==> src/rtl/store_buffer_pkg.sv <==
// Shared sizes, entry layout and lane-merge helper for the store buffer.
package store_buffer_pkg;

  localparam int unsigned DEPTH = 4;
  localparam int unsigned AW    = 30;
  localparam int unsigned PTR_W = $clog2(DEPTH);
  localparam int unsigned CNT_W = PTR_W + 1;

  localparam logic [CNT_W-1:0] CNT_FULL      = CNT_W'(DEPTH);
  // Merging into the newest entry is only safe when it is not also the head,
  // otherwise the bus could see its fields change while presented.
  localparam logic [CNT_W-1:0] CNT_MERGE_MIN = CNT_W'(2);

  typedef struct packed {
    logic [AW-1:0] addr;
    logic [3:0]    byteen;
    logic [31:0]   wdata;
  } entry_t;

  function automatic logic [31:0] merge_lanes(input logic [31:0] old_d,
                                              input logic [31:0] new_d,
                                              input logic [3:0]  be);
    logic [31:0] m;
    for (int i = 0; i < 4; i++) begin
      m[8*i +: 8] = be[i] ? new_d[8*i +: 8] : old_d[8*i +: 8];
    end
    return m;
  endfunction

endpackage

==> src/rtl/store_buffer_if.sv <==
// Store/load request side and memory bus side of the store buffer.
interface store_buffer_if;

  logic                             st_en;
  logic [store_buffer_pkg::AW-1:0]  st_addr;
  logic [3:0]                       st_byteen;
  logic [31:0]                      st_wdata;
  logic                             st_stall;

  logic                             ld_en;
  logic [store_buffer_pkg::AW-1:0]  ld_addr;
  logic [3:0]                       ld_byteen;
  logic                             ld_stall;

  logic                             bus_valid;
  logic                             bus_ready;
  logic [store_buffer_pkg::AW-1:0]  bus_addr;
  logic [3:0]                       bus_byteen;
  logic [31:0]                      bus_wdata;

  logic                             empty;

  modport master (
    output st_en, st_addr, st_byteen, st_wdata,
    input  st_stall,
    output ld_en, ld_addr, ld_byteen,
    input  ld_stall,
    input  bus_valid, bus_addr, bus_byteen, bus_wdata,
    output bus_ready,
    input  empty
  );

  modport slave (
    input  st_en, st_addr, st_byteen, st_wdata,
    output st_stall,
    input  ld_en, ld_addr, ld_byteen,
    output ld_stall,
    output bus_valid, bus_addr, bus_byteen, bus_wdata,
    input  bus_ready,
    output empty
  );

endinterface

==> src/rtl/store_buffer_hazard_cmp.sv <==
// RAW check of one buffer entry against the current load.
module store_buffer_hazard_cmp
  import store_buffer_pkg::*;
(
  input  logic [AW-1:0] ent_addr,
  input  logic [3:0]    ent_byteen,
  input  logic          live,
  input  logic [AW-1:0] ld_addr,
  input  logic [3:0]    ld_byteen,
  output logic          hit
);

  assign hit = live & (ent_addr == ld_addr) & (|(ent_byteen & ld_byteen));

endmodule

==> src/rtl/store_buffer.sv <==
// Posted-write buffer: in-order drain, merge into newest entry, full and RAW stalls.
module store_buffer
  import store_buffer_pkg::*;
(
  input  logic          clk,
  input  logic          reset,
  store_buffer_if.slave sb
);

  entry_t            entries [DEPTH];
  logic [PTR_W-1:0]  head;
  logic [PTR_W-1:0]  tail;
  logic [PTR_W-1:0]  newest;
  logic [CNT_W-1:0]  count;
  logic              has_st;
  logic              merge;
  logic              enq;
  logic              pop;
  logic [DEPTH-1:0]  hits;

  assign newest = tail - 1'b1;
  assign has_st = sb.st_en & (|sb.st_byteen);
  assign merge  = has_st & (count >= CNT_MERGE_MIN) & (entries[newest].addr == sb.st_addr);
  assign enq    = has_st & ~merge & (count != CNT_FULL);
  assign pop    = sb.bus_valid & sb.bus_ready;

  assign sb.st_stall   = has_st & ~merge & (count == CNT_FULL);
  assign sb.bus_valid  = (count != '0);
  assign sb.empty      = (count == '0);
  assign sb.bus_addr   = sb.bus_valid ? entries[head].addr   : '0;
  assign sb.bus_byteen = sb.bus_valid ? entries[head].byteen : '0;
  assign sb.bus_wdata  = sb.bus_valid ? entries[head].wdata  : '0;
  assign sb.ld_stall   = sb.ld_en & (|hits);

  for (genvar k = 0; k < DEPTH; k++) begin : g_hz
    logic [PTR_W-1:0] offs;
    logic             live;
    assign offs = PTR_W'(k) - head;
    assign live = ({1'b0, offs} < count);
    store_buffer_hazard_cmp u_cmp (
      .ent_addr   (entries[k].addr),
      .ent_byteen (entries[k].byteen),
      .live       (live),
      .ld_addr    (sb.ld_addr),
      .ld_byteen  (sb.ld_byteen),
      .hit        (hits[k])
    );
  end

  // Pointer, occupancy and entry storage update for enqueue, merge and pop.
  always_ff @(posedge clk or negedge reset) begin
    if (!reset) begin
      head  <= '0;
      tail  <= '0;
      count <= '0;
      for (int i = 0; i < DEPTH; i++) begin
        entries[i] <= '0;
      end
    end else begin
      if (pop) begin
        head <= head + 1'b1;
      end
      if (enq) begin
        entries[tail] <= '{addr: sb.st_addr, byteen: sb.st_byteen, wdata: sb.st_wdata};
        tail          <= tail + 1'b1;
      end
      if (merge) begin
        entries[newest].byteen <= entries[newest].byteen | sb.st_byteen;
        entries[newest].wdata  <= merge_lanes(entries[newest].wdata, sb.st_wdata, sb.st_byteen);
      end
      case ({enq, pop})
        2'b10:   count <= count + 1'b1;
        2'b01:   count <= count - 1'b1;
        default: count <= count;
      endcase
    end
  end

endmodule

==> src/flat_wrapper.sv <==
// flat-port wrapper written by rule: the top's interface ports become plain ports
module store_buffer_flat import store_buffer_pkg::*;
  (clk, reset, sb_st_en, sb_st_addr, sb_st_byteen, sb_st_wdata, sb_st_stall, sb_ld_en, sb_ld_addr, sb_ld_byteen, sb_ld_stall, sb_bus_valid, sb_bus_addr, sb_bus_byteen, sb_bus_wdata, sb_bus_ready, sb_empty);
  store_buffer_if sb_i ();
  input  logic clk;
  input  logic reset;
  input wire logic [$bits(sb_i.st_en)-1:0] sb_st_en;
  input wire logic [$bits(sb_i.st_addr)-1:0] sb_st_addr;
  input wire logic [$bits(sb_i.st_byteen)-1:0] sb_st_byteen;
  input wire logic [$bits(sb_i.st_wdata)-1:0] sb_st_wdata;
  output wire logic [$bits(sb_i.st_stall)-1:0] sb_st_stall;
  input wire logic [$bits(sb_i.ld_en)-1:0] sb_ld_en;
  input wire logic [$bits(sb_i.ld_addr)-1:0] sb_ld_addr;
  input wire logic [$bits(sb_i.ld_byteen)-1:0] sb_ld_byteen;
  output wire logic [$bits(sb_i.ld_stall)-1:0] sb_ld_stall;
  output wire logic [$bits(sb_i.bus_valid)-1:0] sb_bus_valid;
  output wire logic [$bits(sb_i.bus_addr)-1:0] sb_bus_addr;
  output wire logic [$bits(sb_i.bus_byteen)-1:0] sb_bus_byteen;
  output wire logic [$bits(sb_i.bus_wdata)-1:0] sb_bus_wdata;
  input wire logic [$bits(sb_i.bus_ready)-1:0] sb_bus_ready;
  output wire logic [$bits(sb_i.empty)-1:0] sb_empty;
  assign sb_i.st_en = sb_st_en;
  assign sb_i.st_addr = sb_st_addr;
  assign sb_i.st_byteen = sb_st_byteen;
  assign sb_i.st_wdata = sb_st_wdata;
  assign sb_st_stall = sb_i.st_stall;
  assign sb_i.ld_en = sb_ld_en;
  assign sb_i.ld_addr = sb_ld_addr;
  assign sb_i.ld_byteen = sb_ld_byteen;
  assign sb_ld_stall = sb_i.ld_stall;
  assign sb_bus_valid = sb_i.bus_valid;
  assign sb_bus_addr = sb_i.bus_addr;
  assign sb_bus_byteen = sb_i.bus_byteen;
  assign sb_bus_wdata = sb_i.bus_wdata;
  assign sb_i.bus_ready = sb_bus_ready;
  assign sb_empty = sb_i.empty;
  store_buffer u_core (.clk(clk), .reset(reset), .sb(sb_i));
endmodule
==> config.mk <==
export PLATFORM = sky130hd
export DESIGN_NAME = store_buffer_flat
export DESIGN_NICKNAME = d
export VERILOG_FILES = /design/src/rtl/store_buffer_pkg.sv /design/src/rtl/store_buffer_if.sv /design/src/rtl/store_buffer_hazard_cmp.sv /design/src/rtl/store_buffer.sv /design/src/flat_wrapper.sv
export SDC_FILE = /design/constraint.sdc
export NUM_CORES = 1
export LEC_CHECK = 0
export CAP_MARGIN = 0
export CORE_ASPECT_RATIO = 0.7
export CORE_MARGIN = 2
export CORE_UTILIZATION = 55
export DETAILED_ROUTE_END_ITERATION = 6
export GPL_ROUTABILITY_DRIVEN = 0
export PLACE_DENSITY = 0.77
export SLEW_MARGIN = 20
export SYNTH_ARGS = -nofsm -noshare
export SYNTH_HDL_FRONTEND = slang
export SYNTH_SLANG_ARGS = --single-unit
==> constraint.sdc <==
create_clock -name clk -period 7.73 [get_ports clk]
set_input_delay 0.773 -clock clk [delete_from_list [all_inputs] [get_ports clk]]
set_output_delay 0.773 -clock clk [all_outputs]
set_load 0.01 [all_outputs]
# After elaboration in Yosys (flattened, before gate mapping)
# Cells that the tools add are included.
totals:
  regBits: 271
  inputBits: 105
  out_inout_bits: 70
  wordCells: 104
op_classes:
  addsub: 9
  order_cmp: 10
  eq_ne: 9
  n_mux: 25
  n_bitwise: 25
  n_reduce_logical: 11
ops:
  columns: ["operator", "count"]
  rows:
  - ["$bwmux W264", 3]
  - ["$mux W264", 2]
  - ["$demux W66 S2", 3]
  - ["$mux W66", 5]
  - ["$bmux W66 S2", 2]
  - ["$eq A30 B30 Y1", 5]
  - ["$mux W32", 2]
  - ["$mux W36", 1]
  - ["$mux W8", 4]
  - ["$mux W30", 1]
  - ["$reduce_or A4 Y1", 6]
  - ["$and A1 B1 Y1", 16]
  - ["$and A4 B4 Y4", 4]
  - ["$lt A2 B3 Y1", 4]
  - ["$ge A3 B3 Y1 const B", 3]
  - ["$not A2 Y3", 3]
  - ["$lt A3 B1 Y1 const B", 2]
  - ["$pmux W3 S2", 1]
  - ["$add A2 B1 Y2 const B", 2]
  - ["$mux W4", 1]
  - ["$or A4 B4 Y4", 1]
  - ["$sub A1 B2 Y2 const A", 2]
  - ["$sub A2 B2 Y2 const A", 2]
  - ["$add A3 B1 Y3 const B", 1]
  - ["12 further kinds", 13]

# Logic depth before layout (Yosys ltp)
# Gate-level depths: netlist of run 1.
depth:
  depth_word: 14
  depth_mapped: 25
  depth_no_buf: 15

# Hierarchy
# A second synthesis of run 1 with hierarchy kept.
unflattened:
  cells_unflattened: 1362
  area_unflattened_um2: 17237.8
modules_own_cells:
  columns: ["mod", "n_inst", "cells_each", "area_per_inst_um2", "seq_area_each_um2"]
  rows:
  - ["store_buffer", 1, 1190, 15826.4, 6781.5]
  - ["store_buffer_hazard_cmp", 4, 43, 352.8, 0.0]

# Worst setup path before layout of run 1
# No wires, ideal clock.
synth_path:
  kind: "register to output"
  from: "register u_core.tail[0]"
  to: "output sb_st_stall"
  arrival_time_ns: 5.087
  required_time_ns: 6.957
  path_slack_ns: 1.870
  path_stages_with_launch: 19
  path_buffers: 10
  cell_sequence: "dfrtp_1 -> buf_6 -> buf_12 -> buf_6 -> buf_6 -> buf_2 -> buf_1 -> clkbuf_1 -> buf_2 -> inv_1 -> ha_1 -> clkbuf_1 -> mux4_2 -> xnor2_1 -> nand4_1 -> or4_1 -> nor4_4 -> clkbuf_1 -> nor3_1"
synth_between:
  elab_chain_cells: 10
synth_lines:
  columns: ["item", "line", "text"]
  rows:
  - ["start, declared", "store_buffer.sv:12", "logic [PTR_W-1:0] tail;"]
  - ["start signal, assigned", "store_buffer.sv:65", "tail <= tail + 1'b1;"]
  - ["$sub A2 B1 Y2", "store_buffer.sv:21", "assign newest = tail - 1'b1;"]
  - ["net u_core.newest[0]", "store_buffer.sv:13", "logic [PTR_W-1:0] newest;"]
  - ["$not A2 Y3 (implied by the code)", "store_buffer.sv:23", "assign merge = has_st & (count >= CNT_MERGE_MIN) & (entries[newest].addr == sb.st_addr);"]
  - ["$bmux W66 S2", "store_buffer.sv:23", null]
  - ["$mux W66 (implied by the code) (2 in series)", "store_buffer.sv:23", null]
  - ["$eq A30 B30 Y1", "store_buffer.sv:23", null]
  - ["$and A1 B1 Y1", "store_buffer.sv:23", null]
  - ["$not A1 Y1", "store_buffer.sv:27", "assign sb.st_stall = has_st & ~merge & (count == CNT_FULL);"]
  - ["$and A1 B1 Y1 (2 in series)", "store_buffer.sv:27", null]
  - ["end, declared", "flat_wrapper.sv:11", "output wire logic [$bits(sb_i.st_stall)-1:0] sb_st_stall;"]
# The timed path passes the listed nets, and every way through them passes these cells. The select of a mux whose other input is x is not followed.

# Worst setup path in the final report of run 1
# Same ends and word-level chain as after synthesis.

==> results of run 1 <==
power breakdown:
part	switching [uW]	total (uW)	internal [uW]
Sequential	901	2990	2090
Combinational	2630	5540	2910
Clock	624	1530	906
Total	4160	10100	5900
final timing paths:
kind	start	end	slack (ns)	depth (start not counted)
hold reg to reg	u_core.entries[22]$_DFF_PN0_	u_core.entries[22]$_DFF_PN0_	0.53	1
setup / recovery	u_core.tail[0]$_DFFE_PN0N_	sb_st_stall	1.26	10
max in group asynchronous	reset	u_core.tail[0]$_DFFE_PN0N_	6.03	2
hold / removal	reset	asynchronous set/reset pin	0.18	1
setup reg to reg	u_core.tail[0]$_DFFE_PN0N_	u_core.entries[132]$_DFF_PN0_	1.70	10
min in group clk	u_core.entries[22]$_DFF_PN0_	u_core.entries[22]$_DFF_PN0_	0.53	1
stage by stage:
stage                     utilization  hold WS [ns]  cells  power (uW)
after floorplan                     -         0.477   1644        6400
after global placement          0.619         0.511   2122        8190
after detailed placement        0.619         0.519   2122        8340
after CTS                       0.652         0.258   2174        9900
after global routing            0.652         0.261   2178       10500
final                           0.652         0.182   2178       10100
metal layers:
layer	routed length [um]	track usage	up-vias
li1	-	-	6269
met1	23400	0.524	7533
met2	25100	0.498	1258
met3	8720	0.121	142
met4	1690	0.0969	0
met5	0	0	-
critical path: stages, from the launching register on:
cell             delay [ns]
dfrtp_4                1.00
inv_1                  0.33
ha_4                   0.91
mux4_2                 0.40
o2bb2ai_1              0.15
nor4b_1                0.75
nand4_1                0.29
nor4_4                 0.20
buf_4                  0.37
nor3_1                 0.16
clkdlybuf4s50_1        0.53
Yosys cell counts (19+ instances only):
cell / instances / area share
inv_1: 24 / 0.0052
mux2_2: 28 / 0.018
a221o_1: 114 / 0.065
xor2_1: 50 / 0.025
mux4_2: 121 / 0.16
nor2_1: 58 / 0.012
nand4_1: 24 / 0.0086
and2_1: 87 / 0.031
clkbuf_1: 94 / 0.020
nand2_1: 267 / 0.057
dfrtp_1: 271 / 0.39
nor4_1: 19 / 0.0068
a21oi_1: 29 / 0.0083
and3_1: 103 / 0.037
o21ai_0: 37 / 0.011
mux2i_1: 36 / 0.021
buf_2: 23 / 0.0066
xnor2_1: 98 / 0.049
kinds of logic (layout without fill, tap and decap cells):
logic type | after synthesis | after routing | synth area share
xor gates and xnor gates | 148 | 148 | 0.0743
muxes | 185 | 185 | 0.195
other | 0 | 4 | 0
AOI/OAI and AO/OA | 272 | 272 | 0.124
adders and majority gates | 13 | 13 | 0.00975
buffers and inverters | 164 | 274 | 0.0413
and+or+nand+nor | 591 | 591 | 0.167
DFF | 271 | 271 | 0.389
cell type report:
cell class,count,share of cell area
Inverter,24,0.00442
Clock inverter,19,0.0131
Multi-Input combinational cell,1209,0.490
Clock buffer,33,0.0373
Timing Repair Buffer,198,0.0952
Sequential cell,271,0.334
Tap cell,420,0.0258
Antenna cell,4,0.000492
==> results.sh, run 1 <==
export IMPL_dpl_cell_area_um2=19300
export IMPL_postRouteAntennaNets=0
export IMPL_final_nets=1850
export IMPL_mostFrequentLayoutCell="dfrtp_1"
export IMPL_ctsHtreeMaxLevel=1
export IMPL_drc_errors=0
export IMPL_ys_types=56
export IMPL_cts_reportedPaths_clkPinSlew_ns=0.07
export IMPL_fin_tns_setup_ns=0
export IMPL_numCtsBuffers=28
export IMPL_vias=15200
export IMPL_cellPowerDensity_nw_per_um2=494
export IMPL_synth_edf_count=0
export IMPL_wire_per_inst_um=27.0
export IMPL_cts_resized=0
export IMPL_grt_pass1_wl_mm=90.2
export IMPL_overflow=0
export IMPL_seq_area_um2=6790
export IMPL_ys_warnings_count=0
export IMPL_drive_gt1_frac=0.139
export IMPL_ys_ff_latch=271
export IMPL_syn_inst=1644
export IMPL_synth_fp_nets=1762
export IMPL_insertion_delay_ns=0.58
export IMPL_arrival_ns=5.69
export IMPL_status="completed"
export IMPL_maxSlewHeadroom=0.298
export IMPL_dr_pass1_iters=6
export IMPL_fp_dieW_um=217
export IMPL_min_period_ns=6.47
export IMPL_skew_ns=0.0194
export IMPL_p_leak_uw=0.00887
export IMPL_nFillCells=2355
export IMPL_row_count=54
export IMPL_grt_max_degree=172
export IMPL_dieArea_um2=33200
export IMPL_synth_area_um2=17400
export IMPL_drt_vias_per_instance=6.98
export IMPL_hold_viol_final=0
export IMPL_cp_required_ns=6.96
export IMPL_core_area_um2=31200
export IMPL_fp_dieH_um=153
export IMPL_preCtsSetupSlack_ns=2.04
export IMPL_antenna_found_initial=4
export IMPL_critPathLaunchType="flop"
export IMPL_multi_input_area_um2=9980
export IMPL_layout_common_cells="268 x dfrtp_1, 264 x nand2_1, 173 x clkdlybuf4s50_1"
export IMPL_post_cts_buffers=0
export IMPL_grt_pass1_vias=14600
export IMPL_ys_flop_type="dfrtp_1"
export IMPL_cts_buffer_depth=3
export IMPL_setup_viol=0
export IMPL_worstHoldPathType="input port to asynchronous set/reset pin"
export IMPL_holdBufCountCts=0
export IMPL_syn_avg_cell_area_um2=10.6
export IMPL_cts_root_buffer="clkbuf_16"
export IMPL_ios=175
export IMPL_cts_tree="yes"
export IMPL_start_util=0.559
export IMPL_cap_violations=0
export IMPL_ys_seq_area_frac=0.389
export IMPL_dp_hpwl_mm=38.7
export IMPL_io_buffers=174
export IMPL_fin_ws_ns=1.26
export IMPL_cp_max_fo=60
export IMPL_rsz0062_at_grt="false"
export IMPL_routed_wl_mm=58.9
export IMPL_fmax_mhz=155
export IMPL_finalMaxSlewViolations=0
export IMPL_grtUsageTotal=0.354
export IMPL_ir_worst_vdd_v=0.000256
export IMPL_synthArstFlopShare=1.00
export IMPL_clock_sinks=271
export IMPL_criticalPathCategory="flop to primary output"
export IMPL_dr_first_iter_drc_count=2193
export IMPL_area_growth_pct=16.7
export IMPL_period_share=0.837
export IMPL_end_kind="primary output"
export IMPL_final_cell_area_um2=20400
export IMPL_tightestPinTransition_ns=1.05
No activity file was read; power rests on OpenSTA's default activity.
==> inputs of run 2 (changes only) <==
clock period = 6.75 ns   (was 7.73 ns; I/O delays follow)
==> run 2 against run 1 <==
Compared with the run above:
- clock power increased by 15%
- global-route usage increased by 0.40 points
- combinational power increased by 15%
- first-iteration DRC count increased by 4.4%
- total power increased by 15%
- count of clock-buffer cells in the layout increased by 7
- die area unchanged
- critical path type unchanged
- largest power group unchanged
- highest routed layer unchanged
==> results.sh, run 2 (synthesis results as in run 1) <==
export IMPL_hold_viol_final=0
export IMPL_cellPowerDensity_nw_per_um2=565
export IMPL_fin_ws_ns=0.761
export IMPL_overflow=0
export IMPL_finalMaxSlewViolations=0
export IMPL_highest_layer="met4"
export IMPL_ctsHtreeMaxLevel=1
export IMPL_cts_buffer_depth=3
export IMPL_grt_max_degree=102
export IMPL_cts_reportedPaths_clkPinSlew_ns=0.06
export IMPL_fmax_mhz=167
export IMPL_vias=15400
export IMPL_row_count=54
export IMPL_dp_hpwl_mm=39.9
export IMPL_holdBufCountCts=0
export IMPL_grt_pass1_wl_mm=91.0
export IMPL_core_area_um2=31200
export IMPL_clock_sinks=271
export IMPL_numCtsBuffers=28
export IMPL_cap_violations=0
export IMPL_p_leak_uw=0.00891
export IMPL_cpLargestDelayFamily="simple AND/OR/NAND/NOR gates"
export IMPL_end_kind="primary output"
export IMPL_routed_wl_mm=59.5
export IMPL_nFillCells=2405
export IMPL_final_nets=1861
export IMPL_tightestPinTransition_ns=1.13
export IMPL_period_share=0.887
export IMPL_preCtsSetupSlack_ns=1.02
export IMPL_grtUsageTotal=0.358
export IMPL_wl_met3_mm=9.16
export IMPL_grt_pass1_vias=14900
export IMPL_start_util=0.559
export IMPL_cts_tree="yes"
export IMPL_insertion_delay_ns=0.58
export IMPL_dieArea_um2=33200
export IMPL_mostFrequentLayoutCell="dfrtp_1"
export IMPL_critPathLaunchType="flop"
export IMPL_cp_max_fo=62
export IMPL_fp_dieH_um=153
export IMPL_drc_errors=0
export IMPL_rr_worst_depth=11
export IMPL_drive_gt1_frac=0.142
export IMPL_cp_buffers_inverters=2
export IMPL_crit_path_top_delay_cell="ha_4"
export IMPL_cts_resized=0
export IMPL_layout_common_cells="268 x dfrtp_1, 264 x nand2_1, 173 x clkdlybuf4s50_1"
export IMPL_dr_wl_met2_mm=24.9
export IMPL_post_cts_buffers=0
export IMPL_cpPeakStageDelay_ns=0.94
export IMPL_fin_tns_setup_ns=0
export IMPL_dr_pass1_iters=6
export IMPL_maxSlewHeadroom=0.244
export IMPL_rsz0062_at_grt="false"
export IMPL_area_growth_pct=17.1
export IMPL_wire_per_inst_um=27.2
export IMPL_postRouteAntennaNets=0
export IMPL_cp_required_ns=6.07
export IMPL_critical_path_cell_count=9
export IMPL_dr_first_iter_drc_count=2289
export IMPL_setup_viol=0
export IMPL_ir_worst_vdd_v=0.000341
export IMPL_ios=175
export IMPL_status="completed"
export IMPL_path_cells="inv_1 > ha_4 > mux4_2 > o2bb2ai_1 > nor4b_1 > nand4_1 > nor4_4 > nor3_1 > clkdlybuf4s50_1"
export IMPL_criticalPathCategory="flop to primary output"
export IMPL_drt_vias_per_instance=7.02
export IMPL_cts_root_buffer="clkbuf_16"
export IMPL_io_buffers=174
export IMPL_arrival_ns=5.31
export IMPL_min_period_ns=5.99
export IMPL_wl_met1_mm=23.3
export IMPL_fp_dieW_um=217
export IMPL_worstHoldPathType="input port to asynchronous set/reset pin"
export IMPL_skew_ns=0.0186
export IMPL_antenna_found_initial=2
-- run 2: changes by cell type in the layout (fill, tap and decap cells not counted) --
cell / change
buf_4: +12
clkbuf_8: +4
clkinv_2: -6
clkbuf_1: +2
clkbuf_16: +1
bufinv_16: -1
clkinv_8: -1
diode_2: -2
buf_12: -1
-- run 2: area by class of cell --
class                   count  area [um2]  area share
clock buffers              40         847      0.0414
repair buffers            209        2010      0.0983
clock inverters            11         190     0.00931
inverters                  24        90.1     0.00441
diodes                      2        5.00    0.000245
flip-flops and latches    271        6790       0.332
multi-input cells        1209        9980       0.488
well taps                 420         526      0.0257
-- run 2: per-stage QoR --
| step | cells | cell area, um2 | power (uW) | hold slack (ns) | util |
|---|---|---|---|---|---|
| after floorplan | 1644 | 17400 | 7330 | 0.379 | - |
| after global placement | 2133 | 19400 | 9380 | 0.510 | 0.621 |
| after detailed placement | 2133 | 19400 | 9550 | 0.518 | 0.621 |
| after CTS | 2184 | 20400 | 11400 | 0.177 | 0.655 |
| after global routing | 2186 | 20400 | 12100 | 0.219 | 0.655 |
| final | 2186 | 20400 | 11600 | 0.133 | 0.655 |
-- run 2: worst paths after layout --
check	start	endpoint	slack, ns
setup / recovery	u_core.tail[0]$_DFFE_PN0N_	sb_st_stall	0.76
hold / removal	reset	asynchronous set/reset pin	0.13
setup reg to reg	u_core.tail[0]$_DFFE_PN0N_	u_core.entries[77]$_DFF_PN0_	0.78
hold reg to reg	u_core.entries[29]$_DFF_PN0_	u_core.entries[29]$_DFF_PN0_	0.54
max in group asynchronous	reset	asynchronous set/reset pin	5.14
min in group clk	u_core.entries[29]$_DFF_PN0_	u_core.entries[29]$_DFF_PN0_	0.54
-- run 2: metal layers --
| layer | vias up | global-route usage |
|---|---|---|
| li1 | 6272 | - |
| met1 | 7669 | 0.517 |
| met2 | 1243 | 0.489 |
| met3 | 166 | 0.147 |
| met4 | 0 | 0.121 |
| met5 | - | 0 |
-- run 2: power by group --
group	internal [uW]	switching [uW]
registers	2390	1040
clock network	1060	699
logic	3340	3020
==> inputs of run 3 (changes only) <==
CORE_UTILIZATION = 25   (was 55)
PLACE_DENSITY = not set   (was 0.77)
TNS_END_PERCENT = 1   (was not set)
==> run 3 against run 2 <==
Compared with the run above:
- sequential power is 1% lower
- global-route usage is 18 points lower
- final cell count is 22% higher
- sequential share of layout area shrank 1.0 points
- register-to-register slack better by 0.94 ns
- sequential cell count stayed put
- first-iteration DRC count fell by 10%
- worst setup slack improved by 0.71 ns
- total power up 1.3%
- maximum frequency increased by 13%
- count of clock-buffer cells in the layout grew 14
- clock power grew 4%
- critical path type unchanged
==> results.sh, run 3 (synthesis results as in run 1) <==
export IMPL_status="completed"
export IMPL_row_count=80
export IMPL_cts_buffer_depth=3
export IMPL_cpLargestDelayFamily="simple AND/OR/NAND/NOR gates"
export IMPL_wire_per_inst_um=24.8
export IMPL_period_share=0.782
export IMPL_ctsHtreeMaxLevel=2
export IMPL_grt_pass1_wl_mm=99.2
export IMPL_tightestPinTransition_ns=1.06
export IMPL_holdBufCountCts=0
export IMPL_layout_common_cells="268 x dfrtp_1, 264 x nand2_1, 173 x clkdlybuf4s50_1"
export IMPL_cts_resized=0
export IMPL_fin_ws_ns=1.47
export IMPL_drive_gt1_frac=0.141
export IMPL_criticalPathCategory="flop to primary output"
export IMPL_multi_input_area_um2=9970
export IMPL_crit_path_top_delay_cell="buf_12"
export IMPL_start_util=0.254
export IMPL_antenna_found_initial=10
export IMPL_vias=15000
export IMPL_cts_tree="yes"
export IMPL_cp_max_fo=108
export IMPL_p_leak_uw=0.00893
export IMPL_postRouteAntennaNets=0
export IMPL_final_nets=1862
export IMPL_overflow=0
export IMPL_fp_dieW_um=320
export IMPL_mostFrequentLayoutCell="dfrtp_1"
export IMPL_cp_buffers_inverters=2
export IMPL_final_cell_area_um2=21100
export IMPL_dp_hpwl_mm=44.5
export IMPL_skew_ns=0.0112
export IMPL_cpPeakStageDelay_ns=0.62
export IMPL_grtUsageTotal=0.181
export IMPL_fin_tns_setup_ns=0
export IMPL_worstHoldPathType="input port to asynchronous set/reset pin"
export IMPL_hold_slack_ns=0.182
export IMPL_cap_violations=0
export IMPL_drt_vias_per_instance=5.61
export IMPL_cts_reportedPaths_clkPinSlew_ns=0.06
export IMPL_area_growth_pct=20.9
export IMPL_cts_root_buffer="clkbuf_16"
export IMPL_nFillCells=6873
export IMPL_preCtsSetupSlack_ns=1.82
export IMPL_seq_area_um2=6790
export IMPL_utilization=0.308
export IMPL_ios=175
export IMPL_numCtsBuffers=34
export IMPL_path_cells="buf_12 > mux4_2 > xnor2_1 > nand2_1 > or4_1 > nor4_4 > nor3_1 > clkdlybuf4s50_1"
export IMPL_insertion_delay_ns=0.55
export IMPL_routed_wl_mm=66.2
export IMPL_end_kind="primary output"
export IMPL_dr_pass1_iters=5
export IMPL_drc_errors=0
export IMPL_dieArea_um2=71900
export IMPL_grt_pass1_vias=14900
export IMPL_min_period_ns=5.28
export IMPL_post_cts_buffers=0
export IMPL_core_area_um2=68600
export IMPL_fmax_mhz=189
export IMPL_cellPowerDensity_nw_per_um2=555
export IMPL_ir_worst_vdd_v=0.000293
export IMPL_grt_max_degree=168
export IMPL_cp_required_ns=6.07
export IMPL_dr_first_iter_drc_count=2060
export IMPL_critPathLaunchType="flop"
export IMPL_fp_dieH_um=225
export IMPL_arrival_ns=4.61
export IMPL_hold_viol_final=0
export IMPL_finalMaxSlewViolations=0
export IMPL_maxSlewHeadroom=0.290
export IMPL_dpl_cell_area_um2=20000
export IMPL_clock_sinks=271
export IMPL_io_buffers=174
export IMPL_setup_viol=0
export IMPL_rsz0062_at_grt="false"
==> run 3: cell count changes in the layout (fill, tap and decap cells not counted), sizes merged <==
| cell | delta |
|---|---|
| diode | +1 |
| clkbuf | +14 |
| buf | -5 |
| bufinv | -5 |
==> run 3: worst register-to-register path: cells and delay by family (launching register included) <==
| family | cells | cell delay (ns) |
|---|---|---|
| compound gates | 2 | 1.23 |
| xor+xnor | 1 | 0.43 |
| buf+inv | 1 | 0.62 |
| flops | 1 | 0.42 |
| mux | 1 | 0.67 |
| simple gates | 4 | 1.60 |
==> run 3: worst paths after layout <==
check / from / to / slack, ns / cells after the start
worst max register to register: u_core.tail[0]$_DFFE_PN0N_ / u_core.entries[133]$_DFF_PN0_ / 1.72 / 9
worst max-delay path: u_core.tail[0]$_DFFE_PN0N_ / sb_st_stall / 1.47 / 8
min in group clk: u_core.entries[14]$_DFF_PN0_ / u_core.entries[14]$_DFF_PN0_ / 0.53 / 1
worst min-delay path: reset / asynchronous set/reset pin / 0.18 / 1
worst min register to register: u_core.entries[14]$_DFF_PN0_ / u_core.entries[14]$_DFF_PN0_ / 0.53 / 1
max in group asynchronous: reset / u_core.tail[0]$_DFFE_PN0N_ / 5.05 / 2
==> run 3: through the flow <==
stage,cells,power (uW)
after floorplan,1644,7330
after CTS,2670,11700
after global placement,2610,9650
after detailed placement,2610,9780
final,2673,11700
after global routing,2672,12300
==> run 3: cell type report <==
type,count,share of cell area
Clock inverter,6,0.00172
Clock buffer,54,0.0507
Timing Repair Buffer,204,0.0947
Multi-Input combinational cell,1209,0.473
Antenna cell,3,0.000356
Tap cell,902,0.0535
Sequential cell,271,0.322
Inverter,24,0.00427
==> run 3: report_power, final <==
part / internal [uW] / total [uW] / leakage (uW) / switching (uW)
logic: 3340 / 6490 / 0.00501 / 3140
registers: 2390 / 3390 / 0.00338 / 998
clock network: 1090 / 1830 / 0.000544 / 739
==> run 3: routing by layer <==
metal / up-vias / track usage / share of wire
met2: 920 / 0.270 / 0.44
li1: 6289 / - / -
met1: 7660 / 0.258 / 0.43
met3: 125 / 0.0390 / 0.10
met5: - / 0 / 0.0010
met4: 12 / 0.0615 / 0.028
